`src/rtl/logic_unit_pkg.sv`:
```
// Shared types for the pipelined logic unit: operation encoding and skid occupancy states.
package logic_unit_pkg;

  localparam int OP_W = 3;

  typedef enum logic [OP_W-1:0] {
    OP_AND  = 3'd0,
    OP_OR   = 3'd1,
    OP_XOR  = 3'd2,
    OP_NOTB = 3'd3,
    OP_NAND = 3'd4,
    OP_NOR  = 3'd5,
    OP_XNOR = 3'd6,
    OP_COMP = 3'd7
  } op_e;

  typedef enum logic [1:0] {
    ST_EMPTY = 2'd0,
    ST_ONE   = 2'd1,
    ST_TWO   = 2'd2
  } state_e;

endpackage

```
`src/rtl/logic_unit_skid.sv`:
```
// Generic 2-entry valid/ready skid buffer: output register plus one skid slot,
// registered in_ready so no combinational path runs from out_ready to in_ready.
module logic_unit_skid
  import logic_unit_pkg::*;
#(
  parameter int DW = 16
) (
  input  logic          clk,
  input  logic          rst_n,
  input  logic          in_valid,
  output logic          in_ready,
  input  logic [DW-1:0] in_data,
  output logic          out_valid,
  input  logic          out_ready,
  output logic [DW-1:0] out_data
);

  state_e        state_reg, state_next;
  logic          in_ready_reg;
  logic [DW-1:0] out_data_reg;
  logic [DW-1:0] skid_data_reg;
  logic          in_fire, out_fire;
  logic          load_out_in, load_out_skid, load_skid;

  assign in_ready  = in_ready_reg;
  assign out_valid = (state_reg != ST_EMPTY);
  assign out_data  = out_data_reg;
  assign in_fire   = in_valid & in_ready_reg;
  assign out_fire  = out_valid & out_ready;

  always_comb begin
    state_next    = state_reg;
    load_out_in   = 1'b0;
    load_out_skid = 1'b0;
    load_skid     = 1'b0;
    case (state_reg)
      ST_EMPTY: begin
        if (in_fire) begin
          state_next  = ST_ONE;
          load_out_in = 1'b1;
        end
      end
      ST_ONE: begin
        if (in_fire && !out_fire) begin
          state_next = ST_TWO;
          load_skid  = 1'b1;
        end else if (in_fire && out_fire) begin
          load_out_in = 1'b1;
        end else if (out_fire) begin
          state_next = ST_EMPTY;
        end
      end
      ST_TWO: begin
        // in_ready is low here, so only the drain path can fire
        if (out_fire) begin
          state_next    = ST_ONE;
          load_out_skid = 1'b1;
        end
      end
      default: state_next = ST_EMPTY;
    endcase
  end

  always_ff @(posedge clk or negedge rst_n) begin
    if (!rst_n) begin
      state_reg    <= ST_EMPTY;
      in_ready_reg <= 1'b0;
    end else begin
      state_reg    <= state_next;
      in_ready_reg <= (state_next != ST_TWO);
    end
  end

  always_ff @(posedge clk or negedge rst_n) begin
    if (!rst_n) begin
      out_data_reg  <= '0;
      skid_data_reg <= '0;
    end else begin
      if (load_out_in) begin
        out_data_reg <= in_data;
      end else if (load_out_skid) begin
        out_data_reg <= skid_data_reg;
      end
      if (load_skid) begin
        skid_data_reg <= in_data;
      end
    end
  end

endmodule

```
`src/rtl/logic_unit_pipe.sv`:
```
// Pipelined bitwise logic unit: op decode feeding a 2-entry skid buffer, plus a
// completed-transfer counter. Define LOGIC_UNIT_FLAGS_EN to add zero/parity outputs.
module logic_unit_pipe
  import logic_unit_pkg::*;
#(
  parameter int WIDTH = 8,
  parameter int CNT_W = 16
) (
  input  logic             clk,
  input  logic             rst_n,
  input  logic             in_valid,
  output logic             in_ready,
  input  logic [2:0]       op,
  input  logic [WIDTH-1:0] a,
  input  logic [WIDTH-1:0] b,
  input  logic [WIDTH-1:0] c,
  output logic             out_valid,
  input  logic             out_ready,
  output logic [WIDTH-1:0] y1,
  output logic [WIDTH-1:0] y2,
  output logic [CNT_W-1:0] txn_cnt
`ifdef LOGIC_UNIT_FLAGS_EN
  ,
  output logic             zero,
  output logic             parity
`endif
);

`ifdef LOGIC_UNIT_FLAGS_EN
  localparam int PW = 2 * WIDTH + 2;
`else
  localparam int PW = 2 * WIDTH;
`endif

  op_e              op_sel;
  logic [WIDTH-1:0] y1_c, y2_c;
  logic [PW-1:0]    din, dout;
  logic [CNT_W-1:0] txn_cnt_reg;

  assign op_sel = op_e'(op);

  always_comb begin
    y1_c = '0;
    case (op_sel)
      OP_AND:  y1_c = a & b;
      OP_OR:   y1_c = a | b;
      OP_XOR:  y1_c = a ^ b;
      OP_NOTB: y1_c = ~b;
      OP_NAND: y1_c = ~(a & b);
      OP_NOR:  y1_c = ~(a | b);
      OP_XNOR: y1_c = ~(a ^ b);
      OP_COMP: y1_c = c ^ (a & b);
      default: y1_c = '0;
    endcase
    // y2 is the complement of y1 except for the compound op
    y2_c = (op_sel == OP_COMP) ? ((a & b) | (c ^ ~b)) : ~y1_c;
  end

`ifdef LOGIC_UNIT_FLAGS_EN
  assign din    = {y1_c, y2_c, (y1_c == '0), ^y1_c};
  assign zero   = dout[1];
  assign parity = dout[0];
`else
  assign din = {y1_c, y2_c};
`endif

  assign y1 = dout[PW-1 -: WIDTH];
  assign y2 = dout[PW-1-WIDTH -: WIDTH];

  logic_unit_skid #(
    .DW(PW)
  ) u_skid (
    .clk      (clk),
    .rst_n    (rst_n),
    .in_valid (in_valid),
    .in_ready (in_ready),
    .in_data  (din),
    .out_valid(out_valid),
    .out_ready(out_ready),
    .out_data (dout)
  );

  always_ff @(posedge clk or negedge rst_n) begin
    if (!rst_n) begin
      txn_cnt_reg <= '0;
    end else if (out_valid && out_ready) begin
      txn_cnt_reg <= txn_cnt_reg + CNT_W'(1);
    end
  end

  assign txn_cnt = txn_cnt_reg;

endmodule

```
`config.mk`:
```
export PLATFORM = sky130hd
export DESIGN_NAME = logic_unit_pipe
export DESIGN_NICKNAME = d
export VERILOG_FILES = /design/src/rtl/logic_unit_pkg.sv /design/src/rtl/logic_unit_skid.sv /design/src/rtl/logic_unit_pipe.sv
export SDC_FILE = /design/constraint.sdc
export NUM_CORES = 1
export LEC_CHECK = 0
export CORE_MARGIN = 4
export CORE_UTILIZATION = 47
export CTS_CLUSTER_DIAMETER = 80
export DETAILED_ROUTE_END_ITERATION = 6
export HOLD_SLACK_MARGIN = 0.15
export PLACE_DENSITY_LB_ADDON = 0.25
export SYNTH_ARGS = -nofsm -noshare
export SYNTH_HDL_FRONTEND = slang
export SYNTH_SLANG_ARGS = --single-unit
```
`constraint.sdc`:
```
create_clock -name clk -period 1.62 [get_ports clk]
set_input_delay 0.324 -clock clk [delete_from_list [all_inputs] [get_ports clk]]
set_output_delay 0.324 -clock clk [all_outputs]
set_load 0.02 [all_outputs]
```
Word-level counts from Yosys, hierarchy flattened:

Cells that the tools add are included.

* bits in registers: 51
* bits of input ports: 31
* output and inout bits: 34
* logic and storage cells: 55

* add/subtract/negate cells: 1
* equality and inequality tests: 10
* muxes and demuxes: 18
* bitwise gates (word level): 13
* reductions and logical operators: 8

Operators by type and width (number)
* $pmux W8 S8: 1
* $not A8 Y8: 5
* $mux W16: 2
* $xor A8 B8 Y8: 3
* $add A16 B1 Y16 const B: 1
* $or A8 B8 Y8: 2
* $eq A3 B3 Y1 const B: 4
* $mux W2: 5
* $and A8 B8 Y8: 1
* $mux W8: 1
* $mux W1: 7
* $eq A3 B2 Y1 const B: 2
* $pmux W2 S3: 1
* $reduce_bool A2 Y1: 2
* $eq A3 B1 Y1 const B: 1
* $logic_and A1 B1 Y1: 3
* $logic_not A3 Y1: 1
* $and A1 B1 Y1: 2
* $eq A2 B1 Y1 const B: 1
* $eq A2 B2 Y1 const B: 1
* $logic_not A2 Y1: 1
* $ne A2 B2 Y1 const B: 1
* $pmux W1 S2: 1
* $logic_not A1 Y1: 1

Logic depth before layout (Yosys ltp):

* word-level depth: 7
* depth in mapped cells: 8
* mapped depth without buffers: 7

By module:

Synthesis repeated with hierarchy kept, for this count alone.

* cells, all modules: 363
* area total of the unflattened synthesis: 3598.5 um^2

Modules (own cells, without submodules)
* logic_unit_pipe: instances 1, cells an instance 261, area an instance 2029.4 um^2, sequential area each 400.4 um^2
* logic_unit_skid: instances 1, cells an instance 102, area an instance 1569.0 um^2, sequential area each 875.8 um^2

Worst setup path after synthesis:

No wires, ideal clock.

* path kind: input port to flip-flop
* from: input port a[0]
* to: register u_skid.out_data_reg[0], in the netlist u_skid.out_data[0]
* setup time: 0.073 ns
* arrival time: 1.604 ns
* data required time: 1.547 ns
* setup slack: -0.057 ns
* cell stages on the path: 6
* path buffers: 0
* cell sequence: ha_1 a21oi_1 a211o_1 a221o_1 o221a_4 a21oi_2

* word-level cells in the longest chain between the ends: 6
* elaborated cells on any way between the ends: 12
* those cells by class: mux (3); bitwise (9)

RTL lines
* from (decl): RTL line logic_unit_pipe.sv:14 `input logic [WIDTH-1:0] a,`
* $and A8 B8 Y8, or another cell as far along
* $xor A8 B8 Y8, or another cell as far along: RTL line logic_unit_pipe.sv:52 `OP_COMP: y1_c = c ^ (a & b);`
* $pmux W8 S8: RTL line logic_unit_pipe.sv:44 `case (op_sel)`
* $not A8 Y8: RTL line logic_unit_pipe.sv:56 `y2_c = (op_sel == OP_COMP) ? ((a & b) | (c ^ ~b)) : ~y1_c;`
* $mux W8 (*): RTL line logic_unit_pipe.sv:56
* $mux W16 (*): RTL line logic_unit_skid.sv:79 `if (load_out_in) begin`
* to (signal assigned): RTL line logic_unit_skid.sv:80 `out_data_reg <= in_data;`
* to (signal assigned): RTL line logic_unit_skid.sv:82 `out_data_reg <= skid_data_reg;`
* to (decl): RTL line logic_unit_skid.sv:20 `logic [DW-1:0] out_data_reg;`

Mark *: on every way between the ends. The rest lies on a longest branch, timed or not.
A chain may end at the register's enable or synchronous reset.

Worst setup path in the final report:

* from: input port op[1]
* to: register u_skid.skid_data_reg[7]

* word-level cells in the longest chain between the ends: 4
* elaborated cells on any way between the ends: 11
* those cells by class: eq/ne (7); mux (2); bitwise (1); reduce/logical (1)

RTL lines
* from (decl): RTL line logic_unit_pipe.sv:13 `input logic [2:0] op,`
* $eq A3 B3 Y1, or another cell as far along: RTL line logic_unit_pipe.sv:44, logic_unit_pipe.sv:56
* $pmux W8 S8: RTL line logic_unit_pipe.sv:44
* $not A8 Y8: RTL line logic_unit_pipe.sv:56
* $mux W8 (*): RTL line logic_unit_pipe.sv:56
* to (signal assigned): RTL line logic_unit_skid.sv:85 `skid_data_reg <= in_data;`
* to (decl): RTL line logic_unit_skid.sv:21 `logic [DW-1:0] skid_data_reg;`

Marked as above.

==> metrics.log <==
INFO  metric vias_in_the_first_global_route = 3152
INFO  metric dominantRegCellSynth = sky130_fd_sc_hd__dfrtp_1
INFO  metric post_synthesis_net_count = 415
INFO  metric power_density = 1100 mW/mm²
INFO  metric static-leakage-power = 2.49 nW
INFO  metric final_gp_congestion = 0.809
INFO  metric finalNetCount = 545
INFO  metric ys_types = 60
INFO  metric path_max_fanout = 9
INFO  metric via_count = 3214
INFO  metric netlist_top_cells_area = sky130_fd_sc_hd__dfrtp_1 38%, sky130_fd_sc_hd__ha_1 6.4%, sky130_fd_sc_hd__xnor2_1 6.3%
INFO  metric yosys.cell_count.top_type = sky130_fd_sc_hd__dfrtp_1
INFO  metric clock_insertion_delay_worst_skew = 0.30 ns
INFO  metric vdd_drop_max = 0.000461 V
INFO  metric ctsRootBufferMaster = sky130_fd_sc_hd__clkbuf_8
INFO  metric worst-endpoint-required = 1.81 ns
INFO  metric cts_tree = built
INFO  metric route.final.wire_length = 8.74 mm
INFO  metric power_frac_seq = 37.6%
INFO  metric report.final.slew_viol_count = 0
INFO  metric tritoncts.num_buffers = 5
INFO  metric finalCritPeriodShare = 98.7%
INFO  metric worst_slew_pin_slew = 0.314 ns
INFO  metric die_w = 92.1 µm
INFO  metric fp.dieArea = 0.00848 mm²
INFO  metric finalSetupViolations = 0
INFO  metric global_route.overflow_total = 0
INFO  metric setup-tns-final = 0 ns
INFO  metric total_clock_sinks = 51
INFO  metric cts_buffer_depth = 2
INFO  metric finalCriticalPeriod = 1.60 ns
INFO  metric slew-limit-headroom = 79.0%
INFO  metric floorplan.die.height = 92.1 µm
INFO  metric route.antenna.remaining_nets = 0
INFO  metric critical_path_class = in -> reg
INFO  metric drive_gt1_share = 31.7%
INFO  metric met3WireLength = 374 µm
INFO  metric grt_setup_unrepaired = yes
INFO  metric endpoint_kind = flip-flop
INFO  metric cts.clk_slew.worst_paths = 0.09 ns
INFO  metric power_frac_clock = 13.7%
INFO  metric fmax = 625 MHz
INFO  metric met2WireLength = 4.36 mm
INFO  metric detail_route.iter0.violations = 155
INFO  metric route.detailed.vias_per_inst = 5.41
INFO  metric comb_power_share = 48.7%
INFO  metric detail_route.drc_violations = 0
INFO  metric top_level_port_count = 65
INFO  metric grt_pass1_wl = 14.6 mm
INFO  metric status = complete, no violations
INFO  metric synth_largest_type_area_fraction = 38.4%
INFO  metric switching_share = 37.9%
INFO  metric synth_seq_cells = 51
INFO  metric avgSynthCellArea = 9.05 µm²
INFO  metric hold_class = in -> reg
INFO  metric synth_seq_area_share = 38.4%
INFO  metric m1WireLength = 3.89 mm
INFO  metric antenna_violations_before_repair = 0
INFO  metric pre_antenna_drt_iters = 4
INFO  metric multiInputGateArea = 0.00217 mm²
INFO  metric syn-cell-area = 0.00332 mm²
INFO  metric timing_hold_violations_final = 0
INFO  metric synth_enable_flop_cells = 0
INFO  metric wl_per_cell = 14.7 µm
INFO  metric routed.top_layer = met4
INFO  metric start_util = 48.6%
INFO  metric fin_worst_skew = 0.0116 ns
INFO  metric synthesis.instances = 367
INFO  metric synth-warning-count = 0
INFO  metric yosys-top-cells-count = 51 x sky130_fd_sc_hd__dfrtp_1, 38 x sky130_fd_sc_hd__nand2_1, 24 x sky130_fd_sc_hd__xnor2_1
INFO  metric internal-power = 3.41 mW
INFO  metric final_util = 73.4%
INFO  metric switching_power = 2.09 mW
INFO  metric place_hpwl = 6.51 mm
INFO  metric crit_path_start_kind = input port
INFO  metric maximum_level_of_the_cts_h_tree = 2
INFO  metric regArea = 0.00128 mm²
INFO  metric synthArstFlopShare = 100%
INFO  metric grt_start_max_net_pins = 52
INFO  metric rows = 30
INFO  metric cp_data_arrival_time = 1.79 ns
INFO  metric area.growth.synth_to_final = 51.0%
INFO  metric nFillCells = 553
INFO  metric n_antenna_cell = 0
INFO  metric core_region_area = 0.00683 mm²
INFO  metric buffer_ports.inserted = 64
INFO  metric cap_viol_max_count = 0
INFO  metric track_usage = 20.6%
INFO  metric netlist.top_cell.by_area = sky130_fd_sc_hd__dfrtp_1
==> power groups by stage <==
stage	Clock [mW]	Sequential, mW	Combinational, mW
after floorplan	0	2.39	1.07
after global placement	0	2.08	2.57
after detailed placement	0	2.10	2.63
after CTS	0.781	2.07	2.62
after global routing	0.842	2.14	2.92
final	0.754	2.07	2.68
==> metal layers <==
metal / vias to the layer above / GRT usage, %
met2: 92 / 35.6
li1: 1583 / -
met3: 12 / 3.12
met1: 1527 / 26.9
met4: 0 / 5.57
met5: - / 0
==> path summary, 6_finish.rpt <==
check,start,endpoint,slack (ns),cells after the start
setup / recovery,op[1],u_skid.skid_data_reg[7],0.02,7
hold / removal,in_valid,u_skid.state_reg[0],0.44,3
setup reg to reg,txn_cnt[7],txn_cnt[13],0.04,6
hold reg to reg,txn_cnt[15],txn_cnt[15],0.48,1
max in group asynchronous,rst_n,u_skid.skid_data_reg[9],0.84,3
min in group asynchronous,rst_n,u_skid.out_data[10],0.54,3
==> placed cells by master (no fill, tap or decap), drive strengths merged, types with 11 or more instances in the layout <==
| cell type | count |
|---|---|
| buf | 78 |
| dfrtp | 51 |
| xnor2 | 24 |
| nor2 | 20 |
| dlygate4sd2 | 34 |
| a21oi | 21 |
| inv | 21 |
| nand2 | 38 |
| nand3 | 11 |
| o21ai | 26 |
| dlymetal6s2s | 15 |
| ha | 17 |
==> through the flow <==
stage          instance area (µm²)  power, mW  hold WS [ns]  setup slack, ns  instances
5_1_grt                       5020       5.90         0.449           -0.136        594
6_report                      5020       5.50         0.437           0.0212        594
4_1_cts                       4840       5.47         0.483         -0.00404        592
2_1_floorplan                 3340       3.46        0.0284          -0.0100        367
3_5_place_dp                  4600       4.73         0.335           -0.638        583
3_3_place_gp                  4600       4.64         0.331           -0.570        583
==> worst max-delay path, cell delays in order <==
cell                            delay (ns)
sky130_fd_sc_hd__dlygate4sd2_1        0.29
sky130_fd_sc_hd__buf_4                0.20
sky130_fd_sc_hd__buf_4                0.14
sky130_fd_sc_hd__o2bb2ai_1            0.11
sky130_fd_sc_hd__a211oi_1             0.25
sky130_fd_sc_hd__o221ai_2             0.19
sky130_fd_sc_hd__mux2_2               0.29
==> layout make-up <==
cell class                      count  area share (%)
Inverter                           21            1.62
Multi-Input combinational cell    277            43.2
Sequential cell                    51            25.4
Tap cell                           96            2.39
Clock inverter                      1           0.175
Clock buffer                        7            1.72
Timing Repair Buffer              141            25.4
==> cell families (layout without fill, tap and decap cells) <==
family / after synthesis / in the layout / synth area share (%)
and+or+nand+nor: 120 / 120 / 18.6
DFF: 51 / 51 / 38.4
xor gates and xnor gates: 32 / 32 / 8.44
AOI/OAI and AO/OA: 104 / 104 / 21.8
muxes: 4 / 4 / 1.36
adders and majority gates: 17 / 17 / 6.40
buffers and inverters: 39 / 170 / 5.01
==> repair_timing <==
action | CTS | global route
endpoints found under the setup margin | 53 | 47
hold buffers | 1 | 0
gates resized for setup | 85 | 57
endpoints found under the hold margin | 51 | 0
pin swaps | 21 | 10
setup buffers | 1 | 2
Note: power is estimated with default switching activity, not from simulation.
